[config.mk]
export PLATFORM = sky130hd
export DESIGN_NAME = reg_write_arbiter
export DESIGN_NICKNAME = d
export VERILOG_FILES = /design/src/rtl/reg_write_arbiter.sv
export SDC_FILE = /design/constraint.sdc
export NUM_CORES = 1
export LEC_CHECK = 0
export BUFFER_PORTS_ARGS = -buffer_cell sky130_fd_sc_hd__buf_2
export CAP_MARGIN = 15
export CORE_MARGIN = 1
export CORE_UTILIZATION = 40
export CTS_CLUSTER_SIZE = 40
export DETAILED_ROUTE_END_ITERATION = 6
export PLACE_DENSITY = 0.73
export SYNTH_ARGS = -nofsm -noshare
export SYNTH_HDL_FRONTEND = slang
export SYNTH_SLANG_ARGS = --single-unit
[constraint.sdc]
create_clock -name CLK -period 6.03 [get_ports CLK]
set_clock_uncertainty 0.15 [all_clocks]
set_input_delay 0.9045 -clock CLK [delete_from_list [all_inputs] [get_ports CLK]]
set_output_delay 0.9045 -clock CLK [all_outputs]
set_load 0.005 [all_outputs]
[src/rtl/reg_write_arbiter.sv]
// reg_write_arbiter: round-robin arbiter sharing the register-file write port
// between three writeback sources (0 = ALU, 1 = load, 2 = immediate/move).
// All outputs are registered. Optional feature macro: REG0_PROTECT_EN
// (when defined, grants targeting register 0 never raise RF_WE).
module reg_write_arbiter #(
  parameter int unsigned DATA_WIDTH = 32,
  parameter int unsigned ADDR_WIDTH = 5
) (
  input  logic                  CLK,
  input  logic                  RST,
  input  logic                  REQ0,
  input  logic                  REQ1,
  input  logic                  REQ2,
  input  logic [ADDR_WIDTH-1:0] ADDR0,
  input  logic [ADDR_WIDTH-1:0] ADDR1,
  input  logic [ADDR_WIDTH-1:0] ADDR2,
  input  logic [DATA_WIDTH-1:0] DATA0,
  input  logic [DATA_WIDTH-1:0] DATA1,
  input  logic [DATA_WIDTH-1:0] DATA2,
  output logic                  GNT0,
  output logic                  GNT1,
  output logic                  GNT2,
  output logic                  RF_WE,
  output logic [ADDR_WIDTH-1:0] RF_ADDR,
  output logic [DATA_WIDTH-1:0] RF_DATA,
  output logic [7:0]            WR_CNT,
  output logic                  BUSY
);

  typedef enum logic [0:0] {StIdle, StWrite} state_e;

  state_e                  state_q, state_d;
  logic [2:0]              gnt_q, gnt_d;
  logic [1:0]              last_q, last_d;
  logic                    rf_we_q, rf_we_d;
  logic [ADDR_WIDTH-1:0]   rf_addr_q, rf_addr_d;
  logic [DATA_WIDTH-1:0]   rf_data_q, rf_data_d;
  logic [7:0]              wr_cnt_q, wr_cnt_d;
  logic                    busy_q, busy_d;

  logic [2:0]              req;
  logic [2:0]              mask;
  logic [2:0]              unmasked;
  logic [5:0]              order;   // three 2-bit source indices, [1:0] searched first
  logic                    found;
  logic [1:0]              win;
  logic [1:0]              cand;
  logic [ADDR_WIDTH-1:0]   sel_addr;
  logic [DATA_WIDTH-1:0]   sel_data;
  logic                    wr_en;

  // Arbitration, data select and next-state computation.
  always_comb begin
    req      = {REQ2, REQ1, REQ0};
    // The source being granted this cycle is excluded so one transaction is never granted twice.
    mask     = (state_q == StWrite) ? gnt_q : 3'b000;
    unmasked = req & ~mask;

    // Search order LAST+1, LAST+2, LAST+3 (mod 3).
    unique case (last_q)
      2'd0:    order = {2'd0, 2'd2, 2'd1};
      2'd1:    order = {2'd1, 2'd0, 2'd2};
      default: order = {2'd2, 2'd1, 2'd0};
    endcase

    found = 1'b0;
    win   = 2'd0;
    cand  = 2'd0;
    for (int k = 0; k < 3; k++) begin
      cand = order[2*k +: 2];
      if (!found && unmasked[cand]) begin
        found = 1'b1;
        win   = cand;
      end
    end

    unique case (win)
      2'd1: begin
        sel_addr = ADDR1;
        sel_data = DATA1;
      end
      2'd2: begin
        sel_addr = ADDR2;
        sel_data = DATA2;
      end
      default: begin
        sel_addr = ADDR0;
        sel_data = DATA0;
      end
    endcase

`ifdef REG0_PROTECT_EN
    // Register 0 is hard-wired to zero: acknowledge the write but never enable it.
    wr_en = (sel_addr != '0);
`else
    wr_en = 1'b1;
`endif

    state_d   = StIdle;
    gnt_d     = 3'b000;
    last_d    = last_q;
    rf_we_d   = 1'b0;
    rf_addr_d = rf_addr_q;
    rf_data_d = rf_data_q;
    wr_cnt_d  = wr_cnt_q;
    busy_d    = |unmasked;

    if (found) begin
      state_d   = StWrite;
      gnt_d     = 3'b001 << win;
      last_d    = win;
      rf_we_d   = wr_en;
      rf_addr_d = sel_addr;
      rf_data_d = sel_data;
      wr_cnt_d  = wr_cnt_q + 8'd1;
    end
  end

  // State and output registers; reset clears everything without waiting for CLK.
  always_ff @(posedge CLK or posedge RST) begin
    if (RST) begin
      state_q   <= StIdle;
      gnt_q     <= 3'b000;
      last_q    <= 2'd2;
      rf_we_q   <= 1'b0;
      rf_addr_q <= '0;
      rf_data_q <= '0;
      wr_cnt_q  <= 8'd0;
      busy_q    <= 1'b0;
    end else begin
      state_q   <= state_d;
      gnt_q     <= gnt_d;
      last_q    <= last_d;
      rf_we_q   <= rf_we_d;
      rf_addr_q <= rf_addr_d;
      rf_data_q <= rf_data_d;
      wr_cnt_q  <= wr_cnt_d;
      busy_q    <= busy_d;
    end
  end

  assign GNT0    = gnt_q[0];
  assign GNT1    = gnt_q[1];
  assign GNT2    = gnt_q[2];
  assign RF_WE   = rf_we_q;
  assign RF_ADDR = rf_addr_q;
  assign RF_DATA = rf_data_q;
  assign WR_CNT  = wr_cnt_q;
  assign BUSY    = busy_q;

endmodule

; ---- Yosys cells after proc, flatten, opt, wreduce, memory -nomap -nowiden
; Index checks and enable logic that the tools add are counted.
; W data, S select, Z words.
[totals]
register_bits = 52
latchBits = 0
mem_bits_rw = 0
rom_bits = 0
in_bits = 116
output_inout_bits = 50
elab_cells = 41
mem_count = 0
[op_classes]
addsub = 1
mul = 0
n_div = 0
magnitude_cmp = 3
eq_ne = 3
shifts = 1
mux = 18
n_bitwise = 2
n_reduce_logical = 6
[ops]
columns = cell, n
row1 = $pmux W32 S2, 1
row2 = $pmux W6 S2, 1
row3 = $pmux W5 S2, 1
row4 = $lt A2 B3 Y1 const B, 3
row5 = $add A8 B1 Y8 const B, 1
row6 = $mux W1, 7
row7 = $bmux W1 S2, 3
row8 = $mux W2, 3
row9 = $mux W3, 2
row10 = $eq A2 B1 Y1 const B, 2
row11 = $and A3 B3 Y3, 1
row12 = $not A3 Y3, 1
row13 = $reduce_or A3 Y1, 1
row14 = $shl A1 B2 Y3 const A, 1
row15 = $eq A2 B2 Y1 const B, 1
row16 = $logic_and A1 B1 Y1, 2
row17 = $logic_not A1 Y1, 2
row18 = $logic_not A2 Y1, 1

; ---- Longest topological paths before layout
[depth]
word_depth = 14
ltp_mapped = 11
ltp_nobuf = 9

; ---- Least setup slack after synthesis
; Ideal clock, no wire load.
[synth_timing]
kind = input -> register
from = input port REQ1
to = register rf_data_q[1], in the netlist RF_DATA[1]
setup_time_ps = 133
arrival_time_ps = 2477
required_time_ps = 5747
setup_slack_ps = 3269
stages = 10
n_path_buf = 2
cell_sequence = a21boi_0 -> a21oi_1 -> nor2_1 -> or2_2 -> ha_1 -> buf_2 -> buf_1 -> nand2_1 -> o21ai_0 -> o21ai_0
[synth_via]
elab_chain_len = 12
word_cells_on_any_way = 20
classes_between = eq/ne: 2 / mux: 13 / bitwise: 1 / reduce/logical: 4
[synth_lines]
columns = element, line
row1 = "start, declared", 12  ; input logic REQ1,
row2 = $and A3 B3 Y3 (*), 57  ; unmasked = req & ~mask;
row3 = $bmux W1 S2, 71  ; if (!found && unmasked[cand]) begin
row4 = $mux W1 (implied by the code), 71
row5 = $mux W1, 71
row6 = $logic_not A1 Y1, 71
row7 = $logic_and A1 B1 Y1, 71
row8 = $mux W1, 71
row9 = $logic_not A1 Y1, 71
row10 = $logic_and A1 B1 Y1, 71
row11 = $mux W2, 71
row12 = $eq A2 B2 Y1 or $eq A2 B1 Y1 (tied branches), 77  ; unique case (win)
row13 = $pmux W32 S2, 77
row14 = "end signal, assigned", 136  ; rf_data_q <= rf_data_d;
row15 = "end, declared", 37  ; logic [DATA_WIDTH-1:0] rf_data_q, rf_data_d;
; Every way passes the cells marked *; elsewhere a longest branch is shown, timed or not. The select of a mux whose other input is x is not followed.
; A chain may end at the register's enable or synchronous reset.

; ---- Worst setup path in the final report
[layout_timing]
from = input port REQ1
to = register rf_data_q[25], in the netlist RF_DATA[25]
; Same word-level chain as after synthesis.

==> reports/qor.txt <==
Internal: 1.02 mW
Final HPWL DP: 5.10 mm
Unrepaired setup endpoints after global routing: false
Fill cells: 632
Tightest Hold Check Type: flop to flop
Clk Latency, worst-skew pair: 300 ps
Element type at the critical path end: flop
CTS tree: done
Area contributors post-synth: dfrtp_1 47%, o21ai_0 14%, nand2_1 11%, a22oi_1 10%, buf_6 2.1%
Avg Cell Area, Syn: 8.68 um^2
Clk network pwr share: 12.0%
Slew margin rel.: 31.0%
Net switching power: 0.730 mW
Final Cycle Share: 52.7%
# diodes: 0
Min Clock Period, post-route: 3180 ps
DR vias/cell: 5.04
I/O Buffers: 165
Vias in the first global route: 2454
Initial Util: 42.3%
Post-CTS Resized: 0
Switching Share: 41.8%
PD cells: 478 mW/mm^2
Setup violations, final: 0
CTS max path bufs: 2
Comb pwr share: 51.3%
Sum Neg Setup Slack: 0 ps
Total CTS buffers: 5
Grt ovf: 0
Seq/Total Area, Yosys: 47.6%
Leak: 1.80 nW
Post-synth net total: 435
Top-area cell type share of the netlist area: 46.7%
Cell row count: 29
Crit path kind: input port to flop
Full die area: 0.00717 mm^2
Finished layout cell area: 0.00366 mm^2
Yosys top cell by area: dfrtp_1
Die Ht: 84.7 um
Slew Viols, Final: 0
CTS Hold Bufs: 0
Critical Path AT: 3250 ps
CTS Sinks: 52
Core area: 0.00646 mm^2
First-pass GRT wire length: 11.4 mm
Max Cap Viol: 0
Ys Warns: 0
First drt pass iteration count: 6
Post-CTS Setup Repair Bufs: 0
Final Hold Vio Count: 0
DRC viols: 14
Area Growth Syn to Fin: 33.8%
Synthesis-stage register bit count: 52
Actual slew at the worst max-slew pin: 1030 ps
Total GRT Usage: 19.7%
Ports: 166
Post-synthesis cell area: 0.00273 mm^2
Vias: 2741
Clk pin slew, worst setup/hold paths: 100 ps
Leading cell type in the layout, fill and taps excluded: buf_2
Area of placed instances: 0.00354 mm^2
Final wirelength: 6.94 mm
Worst setup SP type: input port
Ratio of cells with drive above 1 in the final layout: 39.8%
Commonest cells after routing, fill and taps aside: 165 x buf_2, 78 x nand2_1, 74 x o21ai_0
Worst-path fanout max: 22
Status: complete, but fails checks
Largest net degree at the start of global routing: 75
Peak supply drop: 253 uV
NumNets Final: 586
Cells after Synth: 315
Clock root cell: clkbuf_8
WL/cell: 12.8 um
Routability congestion estimate: 0.819
Seq pwr share: 36.7%
Worst Path Required: 6100 ps
Routed Antenna Nets: 0
Starting DRT DRC Count: 99
Peak Freq: 315 MHz
Initial antenna violation count: 0
Die W: 84.7 um
H-tree Lvls: 2
Cell variety after synth: 32
Violations in the final reports: design-rule violations
-- path summary, 6_finish.rpt --
path / from / end / slack [ps] / cells past startpoint
worst max-delay path: REQ1 / RF_DATA[25]$_DFFE_PP0P_ / 2850 / 11
worst min-delay path: WR_CNT[7]$_DFFE_PP0P_ / WR_CNT[7]$_DFFE_PP0P_ / 330 / 1
max in group asynchronous: RST / last_q[1]$_DFFE_PP1P_ / 4650 / 3
worst min register to register: WR_CNT[7]$_DFFE_PP0P_ / WR_CNT[7]$_DFFE_PP0P_ / 330 / 1
min in group asynchronous: RST / RF_DATA[14]$_DFFE_PP0P_ / 470 / 2
worst max register to register: RF_WE$_DFF_PP0_ / RF_DATA[23]$_DFFE_PP0P_ / 3090 / 7
-- metal layers --
layer  routed length, um  share of wire [%]  vias up  track usage (%)
li1                    -                  -     1400                -
met1                3010                 43     1217             24.3
met2                3310                 48      118             35.0
met3                 559                8.1        6             4.03
met4                  63               0.91        0             5.08
met5                   0                  0        -                0
-- critical path, cell delays in order --
cell and delay (ps):
buf_2 100, a21boi_0 410, a21oi_1 130, nor2_1 120, or2_2 140, ha_1 570
buf_4 370, a22oi_1 100, nand2_1 80, o21ai_0 110, o21ai_0 210
-- power by group through the flow --
stage	registers, mW	logic (mW)	clock network, mW
2_1_floorplan	0.656	0.587	0
3_3_place_gp	0.642	0.881	0
3_5_place_dp	0.648	0.911	0
4_1_cts	0.642	0.911	0.217
5_1_grt	0.668	1.04	0.230
6_report	0.641	0.896	0.210
-- sequential cells by signal, summed over array words and instances, names as in the netlist --
name / count
BUSY: 1
last_q: 2
RF_DATA: 32
gnt_q: 3
RF_WE: 1
WR_CNT: 8
RF_ADDR: 5
-- metrics by stage --
stage               hold slack, ps  power, mW  setup slack (ps)  cells  util (%)
floorplan                      315       1.24              3270    315         -
detailed placement             311       1.56              2470    535      54.8
finish                         328       1.75              2850    544      56.6
CTS                            328       1.77              2800    543      56.3
global placement               305       1.52              2550    535      54.8
global route                   351       1.94              2520    544      56.6
-- area by class of cell --
type | instances | area, um^2 | area share, %
clock buffers | 6 | 82.6 | 2.26
inverters | 4 | 15.0 | 0.411
flip-flops and latches | 52 | 1300 | 35.6
well taps | 77 | 96.3 | 2.63
clock inverters | 2 | 15.0 | 0.411
multi-input cells | 234 | 1280 | 34.9
repair buffers | 169 | 868 | 23.7
-- cells by family (layout without fill, tap and decap cells) --
logic type               Yosys count  in the layout  synth area share [%]
AO/OA/AOI/OAI                    123            123                  27.2
XOR/XNOR                           7              7                  2.24
adder cells (fa/ha/maj)            4              4                  1.83
buffers and inverters             29            181                  5.72
flip-flops                        52             52                  47.6
multiplexers                       1              1                 0.412
AND/OR/NAND/NOR                   99             99                  15.0
-- synth_stat cells, drive strengths merged --
master,instances
xnor2,2
nor2b,3
o21ai,77
a211oi,1
a21oi,1
a32o,1
ha,4
nand2b,3
a21boi,1
nand4,3
xor2,5
dfstp,1
dfrtp,51
a21bo,2
nand3,1
clkbuf,11
or2,1
a21o,1
nand2,78
buf,14
o2111a,1
nor2,7
a22oi,37
mux2,1
nor3,1
o211a,1
and2,2
inv,4
(Power assumes the default switching activity.)
